===== src/rtl/ft_alu_pkg.sv =====
// Shared definitions for the fault-tolerant ALU and its retry front end:
// opcode encodings, controller states and bit positions of status vectors.
package ft_alu_pkg;

  localparam logic [3:0] OP_ADD  = 4'h0;
  localparam logic [3:0] OP_SUB  = 4'h1;
  localparam logic [3:0] OP_INC  = 4'h2;
  localparam logic [3:0] OP_DEC  = 4'h3;
  localparam logic [3:0] OP_AND  = 4'h4;
  localparam logic [3:0] OP_OR   = 4'h5;
  localparam logic [3:0] OP_XOR  = 4'h6;
  localparam logic [3:0] OP_NOT  = 4'h7;
  localparam logic [3:0] OP_SHL  = 4'h8;
  localparam logic [3:0] OP_SHR  = 4'h9;
  localparam logic [3:0] OP_PASS = 4'hA;
  localparam logic [3:0] OP_ZERO = 4'hB;

  typedef enum logic [1:0] {
    ST_IDLE  = 2'd0,
    ST_ISSUE = 2'd1,
    ST_CHECK = 2'd2,
    ST_RESP  = 2'd3
  } state_e;

  // Bit positions inside err_seen / rsp_err_seen
  localparam int ERR_PARITY = 0;
  localparam int ERR_RES3   = 1;
  localparam int ERR_RES5   = 2;
  localparam int ERR_CARRY  = 3;

  // Bit positions inside rsp_flags
  localparam int FLAG_COUT = 0;
  localparam int FLAG_ZERO = 1;
  localparam int FLAG_OVF  = 2;

endpackage


===== src/rtl/ft_alu_retry_controller_sat_counter.sv =====
// Saturating event counter; a clear wins over a same-cycle increment.
module sat_counter #(
  parameter int W = 16
) (
  input  logic         clk,
  input  logic         rst_n,
  input  logic         clr,
  input  logic         inc,
  output logic [W-1:0] count
);

  logic [W-1:0] count_q, count_d;

  always_comb begin
    if (clr) begin
      count_d = '0;
    end else if (inc && (count_q != {W{1'b1}})) begin
      count_d = count_q + W'(1);
    end else begin
      count_d = count_q;
    end
  end

  always_ff @(posedge clk or negedge rst_n) begin
    if (!rst_n) begin
      count_q <= '0;
    end else begin
      count_q <= count_d;
    end
  end

  assign count = count_q;

endmodule


===== src/rtl/ft_alu_retry_controller.sv =====
// Request/response front end for the fault-tolerant ALU: issues an operation,
// re-issues it while the ALU flags an error, and keeps error statistics.
module ft_alu_retry_controller
  import ft_alu_pkg::*;
#(
  parameter int MAX_RETRY = 3,
  parameter int CNT_W     = 16
) (
  input  logic             clk,
  input  logic             rst_n,
  input  logic             req_valid,
  output logic             req_ready,
  input  logic [15:0]      req_a,
  input  logic [15:0]      req_b,
  input  logic [3:0]       req_op,
  output logic [15:0]      alu_operand_a,
  output logic [15:0]      alu_operand_b,
  output logic [3:0]       alu_opcode,
  input  logic [15:0]      alu_result,
  input  logic             alu_cout,
  input  logic             alu_zero,
  input  logic             alu_overflow,
  input  logic             alu_parity_err,
  input  logic             alu_residue3_err,
  input  logic             alu_residue5_err,
  input  logic             alu_carry_err,
  input  logic             alu_error,
  output logic             rsp_valid,
  input  logic             rsp_ready,
  output logic [15:0]      rsp_result,
  output logic [2:0]       rsp_flags,
  output logic [3:0]       rsp_err_seen,
  output logic [3:0]       rsp_retries,
  output logic             rsp_fault,
  input  logic             clr_stats,
  output logic [CNT_W-1:0] cnt_parity,
  output logic [CNT_W-1:0] cnt_res3,
  output logic [CNT_W-1:0] cnt_res5,
  output logic [CNT_W-1:0] cnt_carry,
  output logic [CNT_W-1:0] cnt_retry,
  output logic [CNT_W-1:0] cnt_fault
);

  localparam logic [3:0] MAX_R = 4'(MAX_RETRY);

  state_e      state_q, state_d;
  logic [15:0] op_a_q, op_a_d, op_b_q, op_b_d;
  logic [3:0]  opcode_q, opcode_d;
  logic [3:0]  retries_q, retries_d;
  logic [3:0]  err_seen_q, err_seen_d;
  logic [15:0] rsp_result_q, rsp_result_d;
  logic [2:0]  rsp_flags_q, rsp_flags_d;
  logic [3:0]  rsp_err_seen_q, rsp_err_seen_d;
  logic [3:0]  rsp_retries_q, rsp_retries_d;
  logic        rsp_fault_q, rsp_fault_d;

  logic [3:0]  cur_err_s;
  logic        in_check_s, can_retry_s, inc_retry_s, inc_fault_s;

  always_comb begin
    cur_err_s             = 4'b0000;
    cur_err_s[ERR_PARITY] = alu_parity_err;
    cur_err_s[ERR_RES3]   = alu_residue3_err;
    cur_err_s[ERR_RES5]   = alu_residue5_err;
    cur_err_s[ERR_CARRY]  = alu_carry_err;
  end

  assign in_check_s  = (state_q == ST_CHECK);
  assign can_retry_s = (retries_q < MAX_R);
  assign inc_retry_s = in_check_s && alu_error && can_retry_s;
  assign inc_fault_s = in_check_s && alu_error && !can_retry_s;

  always_ff @(posedge clk or negedge rst_n) begin
    if (!rst_n) begin
      state_q <= ST_IDLE;
    end else begin
      state_q <= state_d;
    end
  end

  always_comb begin
    state_d = state_q;
    case (state_q)
      ST_IDLE:  state_d = req_valid ? ST_ISSUE : ST_IDLE;
      ST_ISSUE: state_d = ST_CHECK;
      ST_CHECK: state_d = (alu_error && can_retry_s) ? ST_ISSUE : ST_RESP;
      ST_RESP:  state_d = rsp_ready ? ST_IDLE : ST_RESP;
      default:  state_d = ST_IDLE;
    endcase
  end

  always_comb begin
    req_ready = (state_q == ST_IDLE);
    rsp_valid = (state_q == ST_RESP);
  end

  // Operand/response datapath; operands stay put across re-issues
  always_comb begin
    op_a_d         = op_a_q;
    op_b_d         = op_b_q;
    opcode_d       = opcode_q;
    retries_d      = retries_q;
    err_seen_d     = err_seen_q;
    rsp_result_d   = rsp_result_q;
    rsp_flags_d    = rsp_flags_q;
    rsp_err_seen_d = rsp_err_seen_q;
    rsp_retries_d  = rsp_retries_q;
    rsp_fault_d    = rsp_fault_q;
    case (state_q)
      ST_IDLE: begin
        if (req_valid) begin
          op_a_d     = req_a;
          op_b_d     = req_b;
          opcode_d   = req_op;
          retries_d  = 4'd0;
          err_seen_d = 4'b0000;
        end else begin
          opcode_d = OP_ZERO;
        end
      end
      ST_CHECK: begin
        err_seen_d = err_seen_q | cur_err_s;
        if (inc_retry_s) begin
          retries_d = retries_q + 4'd1;
        end else begin
          rsp_result_d           = alu_result;
          rsp_flags_d[FLAG_OVF]  = alu_overflow;
          rsp_flags_d[FLAG_ZERO] = alu_zero;
          rsp_flags_d[FLAG_COUT] = alu_cout;
          rsp_err_seen_d         = err_seen_q | cur_err_s;
          rsp_retries_d          = retries_q;
          rsp_fault_d            = alu_error;
        end
      end
      ST_RESP: begin
        if (rsp_ready) begin
          opcode_d = OP_ZERO;
        end else begin
          opcode_d = opcode_q;
        end
      end
      default: begin
        opcode_d = opcode_q;
      end
    endcase
  end

  always_ff @(posedge clk or negedge rst_n) begin
    if (!rst_n) begin
      op_a_q         <= 16'h0000;
      op_b_q         <= 16'h0000;
      opcode_q       <= OP_ZERO;
      retries_q      <= 4'd0;
      err_seen_q     <= 4'b0000;
      rsp_result_q   <= 16'h0000;
      rsp_flags_q    <= 3'b000;
      rsp_err_seen_q <= 4'b0000;
      rsp_retries_q  <= 4'd0;
      rsp_fault_q    <= 1'b0;
    end else begin
      op_a_q         <= op_a_d;
      op_b_q         <= op_b_d;
      opcode_q       <= opcode_d;
      retries_q      <= retries_d;
      err_seen_q     <= err_seen_d;
      rsp_result_q   <= rsp_result_d;
      rsp_flags_q    <= rsp_flags_d;
      rsp_err_seen_q <= rsp_err_seen_d;
      rsp_retries_q  <= rsp_retries_d;
      rsp_fault_q    <= rsp_fault_d;
    end
  end

  assign alu_operand_a = op_a_q;
  assign alu_operand_b = op_b_q;
  assign alu_opcode    = opcode_q;
  assign rsp_result    = rsp_result_q;
  assign rsp_flags     = rsp_flags_q;
  assign rsp_err_seen  = rsp_err_seen_q;
  assign rsp_retries   = rsp_retries_q;
  assign rsp_fault     = rsp_fault_q;

  sat_counter #(.W(CNT_W)) u_cnt_parity (.clk(clk), .rst_n(rst_n), .clr(clr_stats),
    .inc(in_check_s && alu_parity_err), .count(cnt_parity));
  sat_counter #(.W(CNT_W)) u_cnt_res3 (.clk(clk), .rst_n(rst_n), .clr(clr_stats),
    .inc(in_check_s && alu_residue3_err), .count(cnt_res3));
  sat_counter #(.W(CNT_W)) u_cnt_res5 (.clk(clk), .rst_n(rst_n), .clr(clr_stats),
    .inc(in_check_s && alu_residue5_err), .count(cnt_res5));
  sat_counter #(.W(CNT_W)) u_cnt_carry (.clk(clk), .rst_n(rst_n), .clr(clr_stats),
    .inc(in_check_s && alu_carry_err), .count(cnt_carry));
  sat_counter #(.W(CNT_W)) u_cnt_retry (.clk(clk), .rst_n(rst_n), .clr(clr_stats),
    .inc(inc_retry_s), .count(cnt_retry));
  sat_counter #(.W(CNT_W)) u_cnt_fault (.clk(clk), .rst_n(rst_n), .clr(clr_stats),
    .inc(inc_fault_s), .count(cnt_fault));

endmodule


===== config.mk =====
export PLATFORM = sky130hd
export DESIGN_NAME = ft_alu_retry_controller
export DESIGN_NICKNAME = d
export VERILOG_FILES = /design/src/rtl/ft_alu_pkg.sv /design/src/rtl/ft_alu_retry_controller_sat_counter.sv /design/src/rtl/ft_alu_retry_controller.sv
export SDC_FILE = /design/constraint.sdc
export NUM_CORES = 1
export LEC_CHECK = 0
export BUFFER_PORTS_ARGS = -buffer_cell sky130_fd_sc_hd__buf_2
export CAP_MARGIN = 10
export CORE_ASPECT_RATIO = 1.4
export CORE_MARGIN = 2
export CORE_UTILIZATION = 50
export CTS_CLUSTER_SIZE = 12
export DETAILED_ROUTE_END_ITERATION = 10
export HOLD_SLACK_MARGIN = 0.15
export MAX_ROUTING_LAYER = met4
export PLACE_DENSITY_LB_ADDON = 0.2
export SLEW_MARGIN = 10
export SYNTH_ARGS = -nofsm -noshare
export SYNTH_HDL_FRONTEND = slang
export SYNTH_HIERARCHICAL = 1
export SYNTH_SLANG_ARGS = --single-unit

===== constraint.sdc =====
create_clock -name clk -period 5.07 [get_ports clk]
set_input_delay 0.7605 -clock clk [delete_from_list [all_inputs] [get_ports clk]]
set_output_delay 0.7605 -clock clk [all_outputs]
set_load 0.05 [all_outputs]

==> reports/metrics.cfg <==
[cts]
cts_root_buf = clkbuf_16
clkLatencyLatePin_ns = 0.42
clk_path_buf_depth = 2
numCtsBuffers = 17
cts_setup_buffers = 0
cts_resized = 0
cts_tree = yes
cts_hold_buf = 0
htreeDepth = 4
path_clk_slew_ns = 0.06
cts_sinks = 170

[floorplanning]
io_pins = 227
start_util_pct = 50.4
die_height_um = 160
rows = 57
core_um2 = 17200
die_w_um = 115
die_area_um2 = 18400

[sta]
tightest_slew_ns = 1.05
setup_viol_count_final = 0
finalCritPeriodShare_pct = 52.1
finClkSkew_ns = 0.00928
setup_tns_ns = 0
fin_crit_ns = 2.64
rsz0062_at_grt = false
slew_violations = 0
fmax_mhz = 379
hold_viol_final = 0
setup_ws_ns = 2.43
maxSlewHeadroom_pct = 30.0

[job]
drv_cap = 0

[finish]
nets = 1061
drive_above_1_share_pct = 37.4
area_growth_syn_to_layout_pct = 20.9

[yosys]
yosys.area_share.adder_pct = 1.01
async_reset_ff_share_pct = 100
synthMostInstantiatedCell = dfrtp_1
yosysWarnings = 6
synth_fp_nets = 849
synth_top_family_by_area = simple AND/OR/NAND/NOR gates
syn_area_um2 = 8670
yosys-top-cells-area = dfrtp_1, mux2_4, a21oi_1, o31ai_1, mux2_1
netlist.area_leader.share_pct = 48.2
synth_xor_area_share_pct = 0
syn_avg_cell_area_um2 = 11.2
yosys.area_share.simple_pct = 21.9
synthMuxAreaShare_pct = 12.2
ys_ff_latch = 170
ys_types = 47
synth_cells = 777
ys_seq_area_share_pct = 49.1
ys.flop_type = dfrtp_1
yosys-top-cells-count = dfrtp_1, a21oi_1, o31ai_1, nand2_1, nand4_1
synth-edff-count = 0
synth_area_leader_cell = dfrtp_1
synth_compound_area_share_pct = 11.8

[worst_setup_path]
cpMaxStageDelayCell = or4_2
r2r_setup_slack_ns = 2.43
worstReg2RegStart = retries_q[0]$_DFFE_PN0P_
crit_path_start_kind = flip-flop
arrival_ns = 2.98
critical_path_class = flip-flop to flip-flop
cp_max_fo = 22
crit_required_ns = 5.41
path_common_cell = inv_1
r2r_cells = 7
reg2reg_to = u_cnt_retry/count[3]$_DFFE_PN0P_
end_kind = flip-flop
startpoint = retries_q[0]$_DFFE_PN0P_
slowest_delay_ns = 0.72
cp_cell_sequence = ha_1 -> nor3_2 -> nand3_1 -> inv_1 -> inv_1 -> or4_2 -> a21oi_1

[place]
routabilityCongestion = 0.848
hpwl_um = 14300
io_buffers = 226
pre_cts_slack_ns = 2.43

[power]
max-vdd-ir-drop_uv = 449
power.density_nw_per_um2 = 492
leakage_uw = 0.00499

[global_route]
globalRoute.totalOverflow = 0
grt_pass1_vias = 6754
antenna_found_initial = 1
grt_pass1_wl_um = 34100
grt_use_total_pct = 23.6
grt_start_max_net_pins = 102

[route]
wl_um = 20800
drt_iter0_drc = 539
dr.pass1.iters = 5
routed_via_density = 5.71
drtAntennaViolNets = 0
route.detailed.drc = 0
num_vias = 7073
routedWlPerCell_um = 16.8

[hold_path]
min_path_type = input port to async pin

[status]
outcome = finished clean

## logic make-up after synthesis
family	after synthesis
AND/OR/NAND/NOR	292
flip-flops	170
AO/OA/AOI/OAI	158
multiplexers	85
buffers and inverters	65
adder cells (fa/ha/maj)	7
## stage by stage
step	instance area [µm²]	power, µW	util, %	cells	hold slack [ns]
3_5_place_dp	9890	3890	57.6	1206	0.471
5_1_grt	10500	5400	61.0	1238	0.497
2_1_floorplan	8670	3440	-	777	0.465
4_1_cts	10500	5210	61.0	1237	0.473
6_report	10500	5160	61.0	1238	0.412
3_3_place_gp	9890	3860	57.6	1206	0.463
## critical path, delay by kind of cell (launching register included)
| family | cells | cell delay (ns) |
|---|---|---|
| compound gates | 1 | 0.15 |
| fa+ha+maj | 1 | 0.22 |
| buf+inv | 2 | 0.45 |
| flops | 1 | 0.41 |
| simple gates | 3 | 1.33 |
## worst max path at each step
stage,to,slack (ns),cells after the start
CTS,u_cnt_retry/count[3]$_DFFE_PN0P_,2.42,7
global route,u_cnt_retry/count[3]$_DFFE_PN0P_,2.26,7
detailed placement,u_cnt_retry/count[3]$_DFFE_PN0P_,2.43,7
global placement,u_cnt_retry/count[3]$_DFFE_PN0P_,2.57,7
floorplan,u_cnt_retry/count[3]$_DFFE_PN0P_,2.75,8
finish,u_cnt_retry/count[3]$_DFFE_PN0P_,2.43,7
## power by group
part           switching [µW]  leakage (µW)  internal, µW
registers                 185       0.00222          1660
clock network             534      0.000293           764
logic                    1430       0.00248           589
total                    2150       0.00499          3010
## area by class of cell
cell class	instances	area [µm²]
Fill cell	1462	6700
Sequential cell	170	4260
Multi-Input combinational cell	542	4060
Timing Repair Buffer	231	1180
Clock buffer	21	470
Tap cell	236	295
Clock inverter	10	119
Inverter	27	101
Antenna cell	1	2.50
## layout by cell type, fill, tap and decap left out, drive strengths merged, types with 6 or more instances in the layout
master / netlist / layout
a211oi: 6 / 6
a21oi: 69 / 69
and2: 8 / 8
and3: 12 / 12
and4: 12 / 12
buf: 13 / 231
clkbuf: 25 / 21
clkinv: 0 / 8
dfrtp: 167 / 167
ha: 7 / 7
inv: 27 / 27
mux2: 79 / 79
mux2i: 6 / 6
nand2: 38 / 38
nand3: 20 / 20
nand3b: 6 / 6
nand4: 42 / 42
nor2: 30 / 30
nor2b: 24 / 24
nor3: 7 / 7
nor4: 30 / 30
o211ai: 6 / 6
o21ai: 25 / 25
o31ai: 42 / 42
or3: 18 / 18
or4: 42 / 42
## metal layers
metal  wire length, µm  part of all wire (%)  vias up  global-route usage, %
li1                  -                     -     3379                      -
met1              8980                    43     3457                   30.1
met2             10400                    50      216                   37.8
met3              1090                   5.3       21                   5.24
met4               293                   1.4        0                   6.74
met5                 0                     0        -                      -
Note: power is estimated with default switching activity, not from simulation.
